File: src/rtl/keypad_scanner_n.sv
// keypad_scanner_n: debounced ROWSxCOLS matrix keypad scanner with
// auto-repeat and a key-code FIFO (valid/ready pop, sticky overflow).
module keypad_scanner_n #(
    parameter int ROWS           = 4,
    parameter int COLS           = 4,
    parameter int SCAN_DIV       = 50_000,
    parameter int DEBOUNCE_TICKS = 20,
    parameter int REPEAT_DELAY   = 1000,
    parameter int REPEAT_RATE    = 200,
    parameter int FIFO_DEPTH     = 4
) (
    input  logic                         clk_in,
    input  logic                         rst,
    input  logic [COLS-1:0]              col_in,
    output logic [ROWS-1:0]              row_out,
    output logic [$clog2(ROWS*COLS)-1:0] key_code,
    output logic                         key_valid,
    input  logic                         key_ready,
    output logic                         key_held,
    output logic                         ovf,
    input  logic                         ovf_clr
);
    localparam int CW   = $clog2(ROWS * COLS);
    localparam int TW   = (SCAN_DIV > 1) ? $clog2(SCAN_DIV) : 1;
    localparam int DW   = $clog2(DEBOUNCE_TICKS + 1);
    localparam int RMAX = (REPEAT_DELAY > REPEAT_RATE) ? REPEAT_DELAY : REPEAT_RATE;
    localparam int PW   = $clog2(RMAX + 1);
    localparam int RW   = $clog2(ROWS);
    localparam int KW   = $clog2(COLS);
    localparam int AW   = $clog2(FIFO_DEPTH);

    typedef enum logic [2:0] {IDLE, DEBOUNCE, SCAN, HELD, RELEASE} state_e;

    state_e        state_q, state_d;
    logic [TW-1:0] div_q, div_d;
    logic [DW-1:0] db_q, db_d, db_inc;
    logic [PW-1:0] rep_q, rep_d, rep_inc;
    logic          rate_q, rate_d;
    logic [RW-1:0] r_q, r_d;
    logic [KW-1:0] c_q, c_d;
    logic          tick, col_any, key_up, push;
    logic [KW-1:0] col_idx, code_col;
    logic [CW-1:0] push_code;

    logic [CW-1:0] mem_q [FIFO_DEPTH];
    logic [AW:0]   wp_q, rp_q;
    logic          ovf_q, ovf_d;
    logic          empty, full, pop, wr;

    assign tick    = (div_q == TW'(SCAN_DIV - 1));
    assign div_d   = tick ? '0 : div_q + 1'b1;
    assign col_any = ~&col_in;
    assign key_up  = col_in[c_q];
    assign db_inc  = db_q + 1'b1;
    assign rep_inc = rep_q + 1'b1;

    // Lowest low column wins when several keys share the driven row.
    always_comb begin
        col_idx = '0;
        for (int c = COLS - 1; c >= 0; c--) begin
            if (!col_in[c]) col_idx = KW'(c);
        end
    end

    assign code_col  = (state_q == SCAN) ? col_idx : c_q;
    assign push_code = CW'(int'(r_q) * COLS + int'(code_col));

    always_comb begin
        state_d = state_q;
        db_d    = db_q;
        rep_d   = rep_q;
        rate_d  = rate_q;
        r_d     = r_q;
        c_d     = c_q;
        push    = 1'b0;
        if (tick) begin
            unique case (state_q)
                IDLE: begin
                    if (col_any) begin
                        state_d = DEBOUNCE;
                        db_d    = '0;
                    end
                end
                DEBOUNCE: begin
                    if (!col_any) begin
                        state_d = IDLE;
                    end else if (db_q == DW'(DEBOUNCE_TICKS - 1)) begin
                        state_d = SCAN;
                        r_d     = '0;
                    end else begin
                        db_d = db_inc;
                    end
                end
                SCAN: begin
                    if (col_any) begin
                        push    = 1'b1;
                        c_d     = col_idx;
                        state_d = HELD;
                        rep_d   = '0;
                        rate_d  = 1'b0;
                    end else if (r_q == RW'(ROWS - 1)) begin
                        state_d = IDLE;
                    end else begin
                        r_d = r_q + 1'b1;
                    end
                end
                HELD: begin
                    if (key_up) begin
                        if (DEBOUNCE_TICKS == 1) begin
                            state_d = IDLE;
                        end else begin
                            state_d = RELEASE;
                            db_d    = DW'(1);
                        end
                    end else begin
                        rep_d = rep_inc;
                        if (REPEAT_DELAY != 0 && !rate_q &&
                            rep_inc == PW'(REPEAT_DELAY)) begin
                            push   = 1'b1;
                            rep_d  = '0;
                            rate_d = 1'b1;
                        end else if (rate_q && rep_inc == PW'(REPEAT_RATE)) begin
                            push  = 1'b1;
                            rep_d = '0;
                        end
                    end
                end
                RELEASE: begin
                    if (!key_up) begin
                        state_d = HELD;
                    end else if (db_inc == DW'(DEBOUNCE_TICKS)) begin
                        state_d = IDLE;
                    end else begin
                        db_d = db_inc;
                    end
                end
                default: state_d = IDLE;
            endcase
        end
    end

    always_comb begin
        row_out = '0;
        if (state_q == SCAN || state_q == HELD || state_q == RELEASE)
            row_out = ~(ROWS'(1) << r_q);
    end

    assign key_held = (state_q == HELD) || (state_q == RELEASE);

    // Pointers carry an extra wrap bit so full and empty are distinct.
    assign empty = (wp_q == rp_q);
    assign full  = (wp_q[AW] != rp_q[AW]) && (wp_q[AW-1:0] == rp_q[AW-1:0]);
    assign pop   = !empty && key_ready;
    assign wr    = push && (!full || pop);
    assign ovf_d = (push && full && !pop) ? 1'b1 : (ovf_clr ? 1'b0 : ovf_q);

    assign key_valid = !empty;
    assign key_code  = empty ? '0 : mem_q[rp_q[AW-1:0]];
    assign ovf       = ovf_q;

    always_ff @(posedge clk_in or negedge rst) begin
        if (!rst) begin
            state_q <= IDLE;
            div_q   <= '0;
            db_q    <= '0;
            rep_q   <= '0;
            rate_q  <= 1'b0;
            r_q     <= '0;
            c_q     <= '0;
            wp_q    <= '0;
            rp_q    <= '0;
            ovf_q   <= 1'b0;
        end else begin
            state_q <= state_d;
            div_q   <= div_d;
            db_q    <= db_d;
            rep_q   <= rep_d;
            rate_q  <= rate_d;
            r_q     <= r_d;
            c_q     <= c_d;
            ovf_q   <= ovf_d;
            if (wr)  wp_q <= wp_q + 1'b1;
            if (pop) rp_q <= rp_q + 1'b1;
        end
    end

    always_ff @(posedge clk_in) begin
        if (wr) mem_q[wp_q[AW-1:0]] <= push_code;
    end

endmodule

File: config.mk
export PLATFORM = sky130hd
export DESIGN_NAME = keypad_scanner_n
export DESIGN_NICKNAME = d
export VERILOG_FILES = /design/src/rtl/keypad_scanner_n.sv
export SDC_FILE = /design/constraint.sdc
export NUM_CORES = 1
export LEC_CHECK = 0
export CAP_MARGIN = 30
export CORE_AREA = 2 2 117 119
export CTS_CLUSTER_DIAMETER = 30
export CTS_CLUSTER_SIZE = 20
export DETAILED_ROUTE_END_ITERATION = 8
export DIE_AREA = 0 0 119 121
export SLEW_MARGIN = 20
export SYNTH_ARGS = -nofsm -noshare
export SYNTH_HDL_FRONTEND = slang
export SYNTH_SLANG_ARGS = --single-unit
File: constraint.sdc
create_clock -name clk_in -period 2.85 [get_ports clk_in]
set_input_delay 0.57 -clock clk_in [delete_from_list [all_inputs] [get_ports clk_in]]
set_output_delay 0.57 -clock clk_in [all_outputs]
set_load 0.02 [all_outputs]
# Yosys cells after proc, flatten, opt, wreduce, memory -nomap -nowiden

Memory sizes are Yosys's and may differ from the RTL's.
Cells that the tools add are included.

Memory bits (writable): 16
Memories kept: 1
Input port bits: 8
Bits in registers: 46
Output and inout bits: 11
Word-level logic and storage cells: 127

Multiplexer cells: 50
Shift operators: 1
Reduce and logical (&&, ||, !) cells: 27
Magnitude comparators: 1
Equality and inequality tests: 28
$add $sub $neg: 7
Bitwise logic cells: 2

Memories:

| memory | words | bits a word | rd ports | clocked after memory_dff | write ports | RTL line | source |
|---|---|---|---|---|---|---|---|
| mem_q  | 4     | 4           | 1        | 0                        | 1           | 45       | `logic [CW-1:0] mem_q [FIFO_DEPTH];` |

Operators by type and width:

| operator                                                               | number |
|---|---|
| 10-bit 2-to-1 mux                                                      | 4 |
| 5-bit 2-to-1 mux                                                       | 6 |
| 3-bit 2-to-1 mux                                                       | 8 |
| 2-bit inequality test, second input constant                           | 11 |
| 10-bit one-hot mux with 2 select lines                                 | 1 |
| 5-bit one-hot mux with 4 select lines                                  | 1 |
| 2-bit 2-to-1 mux                                                       | 9 |
| 16-bit by 1-bit adder with 16-bit output, second input constant        | 1 |
| 16-bit equality test, second input constant                            | 1 |
| 16-bit 2-to-1 mux                                                      | 1 |
| 3-bit one-hot mux with 5 select lines                                  | 1 |
| 1-bit 2-to-1 mux                                                       | 13 |
| 6-bit AND reduction                                                    | 2 |
| 10-bit by 1-bit adder with 10-bit output, second input constant        | 1 |
| 10-bit equality test, second input constant                            | 1 |
| 10-bit by 8-bit equality test with 1-bit output, second input constant | 1 |
| 5-bit equality test, second input constant                             | 2 |
| 4-bit 2-to-1 mux                                                       | 2 |
| 4-bit AND reduction                                                    | 2 |
| 8-bit AND reduction                                                    | 1 |
| 1-bit logical AND                                                      | 7 |
| 3-bit by 1-bit adder with 3-bit output, second input constant          | 2 |
| 3-bit by 2-bit equality test with 1-bit output, second input constant  | 2 |
| 3-bit inequality test, second input constant                           | 2 |
| 25 further kinds                                                       | 34 |

# Longest topological paths before layout

Depth in word-level cells: 11
Depth in mapped cells: 9
Depth with buffers taken out: 8

# Least setup slack after synthesis

Ideal clock, no wire load.

Path kind: register to register
Start point: register rep_q[0]
End point: memory mem_q[3][0] in the netlist's numbering (enable)
Arrival time: 2.261 ns
Period minus slack after synthesis: 2.570 ns
Cell stages (with the launch flop): 10
Setup time: 0.309 ns
Path buffers: 1
Slack: 0.280 ns
Required time: 2.541 ns
Path through: dfrtp_1 > ha_1 > nand3_1 > or3_1 > a211oi_1 > mux2i_1 > o31ai_2 > and3_1 > buf_6 > and2_1

Word-level cells in the longest chain between the ends: 11
Elaborated cells on any way between the ends: 13
Those cells by class: add/sub (1); eq/ne (2); mux (7); reduce/logical (3)

Ends and longest elaborated chain:

| element                                         | RTL line | source |
|---|---|---|
| start: declaration                              | 37       | `logic [PW-1:0] rep_q, rep_d, rep_inc;` |
| start signal: assignment                        | 177      | `rep_q <= rep_d;` |
| 10-bit by 1-bit adder with 10-bit output (*)    | 55       | `assign rep_inc = rep_q + 1'b1;` |
| 10-bit by 8-bit equality test with 1-bit output | 122      | `end else if (rate_q && rep_inc == PW'(REPEAT_RATE)) begin` |
| 1-bit logical AND                               | 122      |  |
| 1-bit 2-to-1 mux                                | 122      |  |
| 1-bit 2-to-1 mux (*)                            | 117      | `if (REPEAT_DELAY != 0 && !rate_q &&` |
| 1-bit 2-to-1 mux (*)                            | 108      | `if (key_up) begin` |
| 1-bit one-hot mux with 2 select lines (*)       | 77       | `unique case (state_q)` |
| 1-bit 2-to-1 mux (*)                            | 76       | `if (tick) begin` |
| 1-bit logical AND (*)                           | 154      | `assign wr = push && (!full \|\| pop);` |
| 1-bit 2-to-1 mux (*)                            | 188      | `if (wr) mem_q[wp_q[AW-1:0]] <= push_code;` |
| 1-bit 2-to-1 mux (not written as such) (*)      | 188      |  |
| end: declaration                                | 45       |  |

Every way passes the cells marked *; elsewhere a longest branch is shown, timed or not.

# Final worst setup path

Start point: register rp_q[0]
End point: output key_code[0]

Word-level cells in the longest chain between the ends: 2
Elaborated cells on any way between the ends: 3
Those cells by class: eq/ne (1); mux (1); memory (1)

Ends and longest elaborated chain:

| element                                                      | RTL line | source |
|---|---|---|
| start: declaration                                           | 46       | `logic [AW:0] wp_q, rp_q;` |
| start signal: assignment                                     | 183      | `if (pop) rp_q <= rp_q + 1'b1;` |
| memory read 4 x 4 bit or 3-bit equality test (tied branches) | -        |  |
| 4-bit 2-to-1 mux (*)                                         | 158      | `assign key_code = empty ? '0 : mem_q[rp_q[AW-1:0]];` |
| end: declaration                                             | 16       | `output logic [$clog2(ROWS*COLS)-1:0] key_code,` |

Marked as above.

==> run metrics <==
HPWL Detailed=5460 µm; final setup margin=165 ps; Filler cells=between 1,000 and 1,500; post-layout min period=approximately 2700 ps; max cap viols=0; Seq pwr share=41.6%; number of diodes=0; CTS tree=built; CTS Root Cell=clkbuf_16; vias in the first global route=roughly 2,600; layout cell share with drive strength beyond 1=between 10% and 20%; Post-Synth XOR/XNOR Area=approximately 6%; Clk pwr share=a little under half; worst-margin pin slew=650 ps; CP max-delay cell=dfrtp_1; Pint=between 1.5 and 2 mW; Yosys reg bits=62; Initial Util=26.8%; Post-Synth Simple-Gate Area=23.3%; clock latency on the worst-skew pair=between 300 and 400 ps; startpoint types=flip-flop; Post-Syn Instances=340; P_leak=1.66 nW; CTS max path bufs=2; placed insts=543; vias per cell=4.72; largest stage delay on the critical path=570 ps; Post-synth EDFFs=16; Peak supply drop=282 µV; Hold-fix buffers, CTS=0; Register Area=1630 µm²; die area=between 10,000 and 15,000 µm²; Max Clk Rate=372 MHz; Synth Area in Adders=around 5%; top_reg_cell synth=dfrtp_1; Synth Warn #=0; sw frac=25.5%; kind of critical path=reg -> out; antenna violations before repair=0; Min Hold Slack=~210 ps; first-pass GRT wire length=12,700 µm; die width=119 µm; Hold Fails Final Rpt=0; CP arrival=between 2000 and 2500 ps; main combinational cell family by area after synthesis=simple AND/OR/NAND/NOR gates; crit path max fanout=7; Post-Syn Area=3500 µm²; Net Count, Synth=approximately 360; Pre-antenna DRT Iters=4; # setup viols final=0; Max Slew Vio Count=0; Area Growth Syn to Fin=22.4%; Vias=~2,600; grt total ovfl=0; CP endpoint kind=primary output; Cell Pwr Density=between 500 and 600 nW/µm²; Slew headroom=56.2%; syn avg cell area=between 10 and 15 µm²; CTS buffer count=9; worst endpoint required time=between 2000 and 2500 ps; DRC=0; wirelength, routed=7320 µm; GRT Util Overall=11.1%; post-route cell area=4280 µm²; outcome=completed; Synth async-reset ratio=between 70 and 80%; # nets final=400; H-tree depth=3; cell-by-cell trace of the critical path=mux4_2 > nor2b_1 > clkdlybuf4s50_1; Die Height=121 µm; Antenna Nets Post-Route=0; Gate power share=13.2%; fin crit share=94.2%; I/O pins=19; Clock Skew=3.44 ps; clock tree sinks=between 60 and 70; Rows=42; PortBufs=18; mux share of post-synthesis cell area=4.82%; RSZ-0062 raised after global routing=no; Clock transition at path regs=50 ps; Yosys cell types=55; Placeable Area=13,100 µm²; GPL Wtd Cong=slightly above 0.8; post-synthesis compound-gate area fraction=11.4%; Placement Setup Slack=-92.4 ps; DRT iter0 DRCs=209; Psw=0.607 mW; largest net degree at the start of global routing=25; Avg WL per Cell=13.1 µm; Multi-input gate area=1770 µm²; Min-Delay Path Class=in -> async; post-synthesis sequential area ratio=46.6%; DP Area=between 3000 and 4000 µm²; Final Non-Filler Cells=559
==> cell families (layout without fill, tap and decap cells) <==
family          count (synthesis)  after routing
mux                            10             10
fa+ha+maj                      14             14
compound gates                 61             61
xor+xnor                       24             24
buf+inv                        21             64
flops                          62             62
simple gates                  148            148
==> final timing paths <==
check | start | to | slack [ps] | depth (start not counted)
max | rp_q[0] | key_code[0] | 170 | 3
min | rst | db_q[2] | 210 | 1
max reg2reg | rep_q[1] | mem_q[0][2] | 220 | 8
min reg2reg | wp_q[2] | wp_q[2] | 490 | 1
max in group asynchronous | rst | rp_q[1] | 1920 | 2
min in group clk_in | wp_q[2] | wp_q[2] | 490 | 1
==> power by group through the flow <==
stage               Combinational (mW)  Sequential [mW]  Clock, mW
global route                     0.344            0.999       1.15
global placement                 0.314             1.00          0
finish                           0.315            0.992       1.08
detailed placement               0.320             1.01          0
CTS                              0.322            0.993       1.10
floorplan                        0.214            0.975          0
==> Yosys cell counts (2+ instances only) <==
master	count	area share [%]
inv_1	11	1.2
mux4_2	5	3.2
buf_2	4	0.57
o21a_1	2	0.43
or2_2	2	0.36
a21oi_1	10	1.4
and3_1	6	1.1
o2111ai_1	2	0.50
o211ai_1	2	0.43
nor2b_1	11	2.0
o31ai_1	5	1.1
nor4_1	3	0.54
or4b_1	2	0.57
nor4b_1	2	0.50
xnor2_1	17	4.3
mux2i_1	3	0.86
nand2_1	34	3.6
xor2_1	7	1.8
o21ai_0	22	3.1
a41oi_1	2	0.50
or3_1	5	0.89
clkbuf_1	3	0.32
nand2b_1	7	1.3
o22ai_1	2	0.36
a21o_1	4	0.86
buf_4	2	0.43
ha_1	14	5.0
nor3_1	7	1.0
nor2_1	24	2.6
nor4bb_1	2	0.57
nand4_1	6	1.1
dfrtp_1	46	33
nand3_1	21	3.0
o21bai_1	2	0.43
and2_1	8	1.4
edfxtp_1	16	14
==> metrics by stage <==
| step | utilization, % | TNS [ps] | power (mW) |
|---|---|---|---|
| CTS | 32.7 | 0 | 2.42 |
| global route | 32.7 | 0 | 2.50 |
| finish | 32.7 | 0 | 2.38 |
| global placement | 30.4 | -1360 | 1.32 |
| floorplan | - | 0 | 1.19 |
| detailed placement | 30.4 | -1400 | 1.33 |
==> sequential cells by signal, summed over array words and instances (netlist names) <==
signal / cells
c_q: 2
db_q: 5
div_q: 16
mem_q: 16
ovf: 1
r_q: 2
rate_q: 1
rep_q: 10
rp_q: 3
state_q: 3
wp_q: 3
==> routing by layer <==
layer | vias up | part of all wire, % | GRT usage (%)
met1 | 1278 | 47 | 14.1
met5 | - | 0 | 0
met4 | 0 | 1.4 | 3.87
met3 | 9 | 3.7 | 3.57
li1 | 1306 | - | -
met2 | 43 | 48 | 17.8
==> critical path, delay by kind of cell, from the launching register on <==
| family | cells | cell delay (ps) |
|---|---|---|
| flops | 1 | 570 |
| buf+inv | 1 | 530 |
| mux | 1 | 540 |
| simple gates | 1 | 140 |
==> cell usage in the layout (no fill, tap or decap), types with 8 or more instances in the layout <==
cell type,instances
nand3_1,21
nor2_1,24
a21oi_1,10
nand2_1,34
dfrtp_1,45
nor2b_1,10
xnor2_1,17
inv_1,11
buf_4,19
and2_1,8
o21ai_0,22
ha_1,14
edfxtp_1,16
clkdlybuf4s50_1,17
clkbuf_16,9
==> what timing repair did <==
action / CTS / global route
setup buffers: 0 / 0
gates resized for setup: 0 / 3
setup endpoints to repair: 0 / 18
==> final cells by class <==
class,count,share of cell area (%)
inverters,11,0.964
well taps,176,5.14
multi-input cells,257,41.4
clock buffers,9,5.26
repair buffers,37,7.42
flip-flops and latches,62,38.1
clock inverters,7,1.69
(Power assumes the default switching activity.)
